$ cat src/rtl/shru_pkg.sv
`default_nettype none
// ============================================================================
// Module   : shru_pkg
// Brief    : Shared types and helpers for the shadow-register store queue.
// Revision : 1.0 - initial release
// ============================================================================
package shru_pkg;

    localparam int SHRU_XLEN_MAX      = 64;
    localparam int SHRU_PAGE_OFFSET_W = 12;

    // Fields are sized for the widest XLEN; narrower builds use the low bits.
    typedef struct packed {
        logic [SHRU_XLEN_MAX-1:0] addr;
        logic [SHRU_XLEN_MAX-1:0] data;
        logic                     last;
    } shru_store_entry_t;

    // Lowest address bit that distinguishes one XLEN-aligned word from the next.
    function automatic int word_lsb(input int data_width);
        return (data_width == 32) ? 2 : 3;
    endfunction

endpackage
`default_nettype wire

$ cat src/rtl/shru_store_queue.sv
`default_nettype none
// ============================================================================
// Module   : shru_store_queue
// Brief    : In-order store queue from the shadow-register save FSM to the
//            dcache store port, with frame-done and page-offset hazard reporting.
// Revision : 1.0 - initial release
// ============================================================================
module shru_store_queue
    import shru_pkg::*;
#(
    parameter int DATA_WIDTH = 64,
    parameter int DEPTH      = 4
) (
    input  logic                          clk_i,
    input  logic                          rst_i,
    input  logic                          push_valid_i,
    output logic                          push_ready_o,
    input  logic [DATA_WIDTH-1:0]         push_addr_i,
    input  logic [DATA_WIDTH-1:0]         push_data_i,
    input  logic                          push_last_i,
    output logic                          mem_req_o,
    input  logic                          mem_gnt_i,
    output logic [DATA_WIDTH-1:0]         mem_addr_o,
    output logic [DATA_WIDTH-1:0]         mem_wdata_o,
    output logic [DATA_WIDTH/8-1:0]       mem_be_o,
    output logic                          frame_done_o,
    output logic                          empty_o,
    output logic [$clog2(DEPTH+1)-1:0]    level_o,
    input  logic [SHRU_PAGE_OFFSET_W-1:0] page_offset_i,
    output logic                          page_offset_match_o
);

    localparam int c_PTR_W = $clog2(DEPTH);
    localparam int c_LVL_W = $clog2(DEPTH+1);
    localparam int c_LSB   = word_lsb(DATA_WIDTH);

    shru_store_entry_t  r_mem [DEPTH];
    logic [DEPTH-1:0]   r_valid;
    logic [c_PTR_W-1:0] r_wr_ptr;
    logic [c_PTR_W-1:0] r_rd_ptr;
    logic [c_LVL_W-1:0] r_level;
    logic               r_frame_done;

    logic               w_push;
    logic               w_pop;
    logic [DEPTH-1:0]   w_hit;
    shru_store_entry_t  w_push_entry;
    shru_store_entry_t  w_head;

    // Full/empty come from the level counter only; no same-cycle pass-through.
    assign push_ready_o = (r_level != c_LVL_W'(DEPTH));
    assign empty_o      = (r_level == '0);
    assign level_o      = r_level;
    assign mem_req_o    = !empty_o;

    assign w_push = push_valid_i && push_ready_o;
    assign w_pop  = mem_req_o && mem_gnt_i;

    assign w_push_entry.addr = SHRU_XLEN_MAX'(push_addr_i);
    assign w_push_entry.data = SHRU_XLEN_MAX'(push_data_i);
    assign w_push_entry.last = push_last_i;

    assign w_head       = r_mem[r_rd_ptr];
    assign mem_addr_o   = w_head.addr[DATA_WIDTH-1:0];
    assign mem_wdata_o  = w_head.data[DATA_WIDTH-1:0];
    assign mem_be_o     = '1;
    assign frame_done_o = r_frame_done;

    always_ff @(posedge clk_i) begin
        if (w_push) begin
            r_mem[r_wr_ptr] <= w_push_entry;
        end
    end

    always_ff @(posedge clk_i) begin
        if (rst_i) begin
            r_valid      <= '0;
            r_wr_ptr     <= '0;
            r_rd_ptr     <= '0;
            r_level      <= '0;
            r_frame_done <= 1'b0;
        end else begin
            r_frame_done <= w_pop && w_head.last;
            // Push and pop never target the same slot: pop needs a non-empty
            // queue and push a non-full one.
            if (w_push) begin
                r_valid[r_wr_ptr] <= 1'b1;
                r_wr_ptr          <= r_wr_ptr + 1'b1;
            end
            if (w_pop) begin
                r_valid[r_rd_ptr] <= 1'b0;
                r_rd_ptr          <= r_rd_ptr + 1'b1;
            end
            case ({w_push, w_pop})
                2'b10:   r_level <= r_level + 1'b1;
                2'b01:   r_level <= r_level - 1'b1;
                default: r_level <= r_level;
            endcase
        end
    end

    // Hazard compare against stored words only; an incoming push is not seen yet.
    for (genvar gi = 0; gi < DEPTH; gi++) begin : g_match
        assign w_hit[gi] = r_valid[gi] &&
            (r_mem[gi].addr[SHRU_PAGE_OFFSET_W-1:c_LSB] ==
             page_offset_i[SHRU_PAGE_OFFSET_W-1:c_LSB]);
    end

    assign page_offset_match_o = |w_hit;

    a_level_bound : assert property (@(posedge clk_i) disable iff (rst_i)
        r_level <= c_LVL_W'(DEPTH));

endmodule
`default_nettype wire

$ cat config.mk
export PLATFORM = sky130hd
export DESIGN_NAME = shru_store_queue
export DESIGN_NICKNAME = d
export VERILOG_FILES = /design/src/rtl/shru_pkg.sv /design/src/rtl/shru_store_queue.sv
export SDC_FILE = /design/constraint.sdc
export NUM_CORES = 1
export LEC_CHECK = 0
export ABC_AREA = 0
export CAP_MARGIN = 20
export CORE_MARGIN = 2
export CORE_UTILIZATION = 45
export CTS_BUF_LIST = sky130_fd_sc_hd__clkbuf_8
export DETAILED_ROUTE_END_ITERATION = 7
export PLACE_DENSITY = 0.67
export SYNTH_ARGS = -nofsm -noshare
export SYNTH_HDL_FRONTEND = slang
export SYNTH_SLANG_ARGS = --single-unit
$ cat constraint.sdc
create_clock -name clk_i -period 8.65 [get_ports clk_i]
set_input_delay 2.595 -clock clk_i [delete_from_list [all_inputs] [get_ports clk_i]]
set_output_delay 2.595 -clock clk_i [all_outputs]
set_load 0.02 [all_outputs]
### After elaboration in Yosys (flattened, before gate mapping)

Memories as Yosys holds them, arrays and structs flattened. A register that Yosys moved wholly into a read port is not among the register bits.
Cells that the tools add are included.

* input port bits: 145
* bits in registers: 12
* memory bits (writable): 516
* memories kept: 1

Memories
* r_mem: depth 4, width 129, rd ports 5, clocked after Yosys merged registers in 1, write ports 1, RTL line shru_store_queue.sv:37 `shru_store_entry_t r_mem [DEPTH];`

* reduce and logical (&&, ||, !) cells: 13
* bitwise logic cells: 3
* order comparisons: 4
* $add $sub $neg: 4
* muxes and demuxes: 12
* eq/ne operators: 7

Operators by type and width (number)
* == test 9 bit: 4
* 2-to-1 mux 4 bit: 3
* logical AND 1 bit: 9
* less-than comparator 2 x 3 -> 1 bit, second input constant: 2
* case mux 3 bit (2 select lines): 1
* adder 2 x 1 -> 2 bit, second input constant: 2
* AND 4 bit: 1
* demux 1 bit (select 2 bit): 2
* greater-or-equal comparator 2 x 1 -> 1 bit, second input constant: 2
* 2-to-1 mux 1 bit: 4
* 2-to-1 mux 2 bit: 2
* inverter 4 bit: 1
* bitwise OR 4 bit: 1
* OR reduction 4 bit: 1
* adder 3 x 1 -> 3 bit, second input constant: 1
* zero test 3 bit: 1
* inequality test 3 bit, second input constant: 1
* subtractor 3 x 1 -> 3 bit, second input constant: 1
* == test 2 x 1 -> 1 bit, second input constant: 1
* == test 2 bit, second input constant: 1
* nonzero test 2 bit: 1
* zero test 1 bit: 1

### Depth between registers and ports, before layout

* depth after elaboration: 9
* gate-level depth with buffers: 10

### Worst setup path after synthesis

No wires, ideal clock.

* path type: input-to-reg
* from: input push_valid_i
* to: memory r_mem[0][0] in the netlist's numbering, enable pin
* data required time: 8.145 ns
* buffers on the path: 0
* cell stages on the path: 1
* setup slack: 2.529 ns
* data arrival time: 5.616 ns
* cells stage by stage: and3_1

* word-level cells in the longest chain between the ends: 3

RTL lines
* from (decl): RTL line shru_store_queue.sv:16 `input logic push_valid_i,`
* logical AND 1 bit: RTL line shru_store_queue.sv:56 `assign w_push = push_valid_i && push_ready_o;`
* 2-to-1 mux 1 bit: RTL line shru_store_queue.sv:70 `if (w_push) begin`
* 2-to-1 mux 1 bit (implied by the code): RTL line shru_store_queue.sv:71 `r_mem[r_wr_ptr] <= w_push_entry;`
* to (decl): RTL line shru_store_queue.sv:37

Every way passes these cells.

### Worst setup path after layout

* from: input page_offset_i[6]
* to: output page_offset_match_o

* word-level cells in the longest chain between the ends: 3

RTL lines
* from (decl): RTL line shru_store_queue.sv:29 `input logic [SHRU_PAGE_OFFSET_W-1:0] page_offset_i,`
* == test 9 bit: RTL line shru_store_queue.sv:105 `(r_mem[gi].addr[SHRU_PAGE_OFFSET_W-1:c_LSB] ==`
* logical AND 1 bit: RTL line shru_store_queue.sv:104 `assign w_hit[gi] = r_valid[gi] &&`
* OR reduction 4 bit *: RTL line shru_store_queue.sv:109 `assign page_offset_match_o = |w_hit;`
* to (decl): RTL line shru_store_queue.sv:30 `output logic page_offset_match_o`

Every way passes the cells marked *; elsewhere a longest branch is shown, timed or not.

==> summary.txt <==
Detailed routing
  – Final ANT Viol Nets: 0
  – Total iterations of the first detailed-routing run: 5
  – DRC Markers: 0
  – Initial DRC count: around 630
  – Vias post-DR: slightly above 9000
  – Total wire length: roughly 40 mm
  – Per-cell routed wire length: around 22 um
  – Via density: approximately 5.2

Timing
  – Max Slew Vio Count: 0
  – Tmin final: approximately 7000 ps
  – Final setup TNS: 0 ps
  – # setup viols final: 0
  – Tcrit/Tclk final: slightly above 80%
  – Worst Tran Pin Value: approximately 910 ps
  – Setup repair after global routing missed its margin: false
  – Slew headroom: between 30% and 40%
  – Skew final: ~24 ps
  – Final Hold Viols: 0
  – F_max: approximately 0.14 GHz

GRT
  – Global route overflow: 0
  – First-pass GRT wire length: 57.95 mm
  – Largest net degree at the start of global routing: between 100 and 150
  – Aggregate global-route resource usage: 17.29%
  – Vias in the first global route: between 9000 and 10000
  – Initial antenna violation count: 3

Clock tree
  – H-Tree Depth: 3
  – CTS tree: done
  – Clock sinks: 530
  – Post-CTS Setup Inserts: 0
  – Clk Tree Root Cell: clkbuf_8
  – Clk slew on worst S/H paths: roughly 50 ps
  – Worst skew pair latency: 640 ps
  – Clock buffer depth: 3
  – # resized after CTS: 0
  – CTS buffer count: 86
  – Post-CTS Hold Fix Bufs: 0

Floorplan
  – Ports: between 200 and 300
  – Core area: ~43000 sq um
  – Row count: between 70 and 80
  – Die Y: approximately 210 um
  – Die Wd: around 210 um
  – Initial Utilization: a little under half
  – Die area: approximately 45000 sq um

Layout
  – Layout Nets: roughly 1300
  – Ant diodes: 0
  – Synth-to-layout area growth: 25.33%
  – Most frequent cells in the layout: edfxtp_1 (516), clkdlybuf4s50_1 (277), mux4_2 (129), clkbuf_8 (91), inv_1 (34)
  – Share of cells above drive strength 1: 20.65%
  – Fin util: a little under three fifths
  – Most common cell after layout, fill and taps aside: edfxtp_1

Critical path
  – Required time worst endpoint: about 6100 ps
  – Crit path from: page_offset_i[6]
  – RR Endpoint: level_o[2]
  – Startpoint Class: primary input
  – Crit Path Class: primary input to primary output
  – CP max-delay cell: clkdlybuf4s50_1
  – CP dominant cell by count: clkdlybuf4s50_1
  – Crit end category: primary output
  – CP endpoint: page_offset_match_o
  – Data arrival time of the worst path: 4520 ps
  – Max stage delay on crit path: 600 ps
  – Max Fanout on Critical Path: 4
  – Worst-path cell chain: clkdlybuf4s50_1 > xor2_1 > nor4_1 > nand4_1 > nand3_1 > clkdlybuf4s50_1
  – R2r setup slk: roughly 6300 ps
  – Worst R2R Path Depth: 10
  – Origin of the critical flop-to-flop path: level_o[0]

Logic synthesis
  – EDFF count, synth: 516
  – Syn avg cell area: around 25 sq um
  – Ys Warns: 0
  – Synth area leader: edfxtp_1
  – Async SR Flop Fraction: 0%
  – Mapped Cells: about 800
  – Yosys top cell area share: between 70% and 80%
  – Sequential share of the synthesized area: around four fifths
  – Synth cell types: 31
  – Post-synth top flop: edfxtp_1
  – Area contributors post-synth: edfxtp_1 (79%), mux4_2 (15%), dfxtp_1 (1.4%), xor2_1 (1.2%), buf_4 (0.80%)
  – Flops & latches, synth: 530
  – Netlist Area Pre-Place: 19710 sq um

Power
  – Pleak: around 0.0079 uW
  – Worst vdd rail ir drop: 0.0002438 V
  – Final Power: 7249 uW
  – PwrDens: approximately 290 nW/um^2

Place
  – Gpl congestion: approximately 0.84
  – Post-detail-place hpwl: between 20 and 25 mm
  – IO buf count: roughly 280

Min path
  – Hold Crit Class: flip-flop to flip-flop
  – Hold wc startpoint: r_valid[2]

Run status
  – Status: completed

Run
  – Maxcap violations: 0
==> per-stage QoR <==
| step | worst slack, ps | cell area [sq um] | hold WS, ps | instances |
|---|---|---|---|---|
| 2_1_floorplan | 2529 | 19740 | 439.8 | 811 |
| 6_report | 1535 | 24700 | 510.1 | 1791 |
| 3_3_place_gp | 1530 | 23150 | 497.0 | 1640 |
| 4_1_cts | 1531 | 24700 | 511.9 | 1791 |
| 3_5_place_dp | 1533 | 23150 | 498.8 | 1640 |
| 5_1_grt | 1435 | 24700 | 526.0 | 1791 |
==> cell families (layout without fill, tap and decap cells) <==
kind of cell,Yosys count,after routing,share of synthesized area [%]
DFF,530,530,80.03
and+or+nand+nor,32,32,0.9330
adders and majority gates,10,10,0.6728
muxes,130,130,14.79
buffers and inverters,48,443,1.384
xor gates and xnor gates,40,40,1.777
AOI/OAI and AO/OA,13,13,0.3998
other,1,8,0.01902
==> flip-flops by register name, summed over array words and instances (netlist names), named ones only <==
| register | flops |
|---|---|
| frame_done_o | 1 |
| r_valid | 4 |
| r_mem | 516 |
| r_wr_ptr | 2 |
| level_o | 3 |
| r_rd_ptr | 2 |
==> worst min-delay path by stage <==
stage / to / cells past startpoint
final: r_valid[2] / 1
after global routing: r_valid[2] / 1
after CTS: r_valid[2] / 1
after detailed placement: r_valid[3] / 1
after global placement: r_valid[3] / 1
after floorplan: r_valid[0] / 1
==> Yosys cell counts (4+ instances only) <==
library cell and number:
a21oi_1 7, and3_1 4, buf_2 5, buf_4 21, clkbuf_1 10, dfxtp_1 14, edfxtp_1 516, ha_1 9
inv_1 9, mux4_2 129, nand4_1 4, nor2_1 9, nor4_1 6, o21a_1 4, xnor2_1 14, xor2_1 26
==> layer usage <==
| layer | share of wire [%] | vias to the layer above | track usage (%) |
|---|---|---|---|
| li1 | - | 4077 | - |
| met1 | 41 | 4806 | 21.54 |
| met2 | 49 | 286 | 27.84 |
| met3 | 8.4 | 54 | 6.486 |
| met4 | 1.8 | 4 | 6.274 |
| met5 | 0.077 | - | 0 |
==> area by class of cell <==
| cell class | count | area, sq um |
|---|---|---|
| multi-input combinational | 233 | 3711 |
| fill | 3327 | 18470 |
| inverter | 9 | 33.78 |
| tap | 585 | 732.0 |
| clock inverter | 60 | 300.3 |
| clock buffer | 91 | 1252 |
| timing repair buffer | 283 | 2893 |
| sequential | 530 | 15780 |
==> report_power, final <==
part / switching (uW) / total (uW) / internal (uW)
clock: 920 / 1950 / 1030
combinational: 1040 / 2070 / 1030
sequential: 119 / 3230 / 3120
total: 2070 / 7250 / 5170
==> critical path, delay by kind of cell <==
| kind | cells | cell delay, ps |
|---|---|---|
| and+or+nand+nor | 3 | 580 |
| buffers and inverters | 2 | 1130 |
| xor gates and xnor gates | 1 | 210 |
Note: power is estimated with default switching activity, not from simulation.
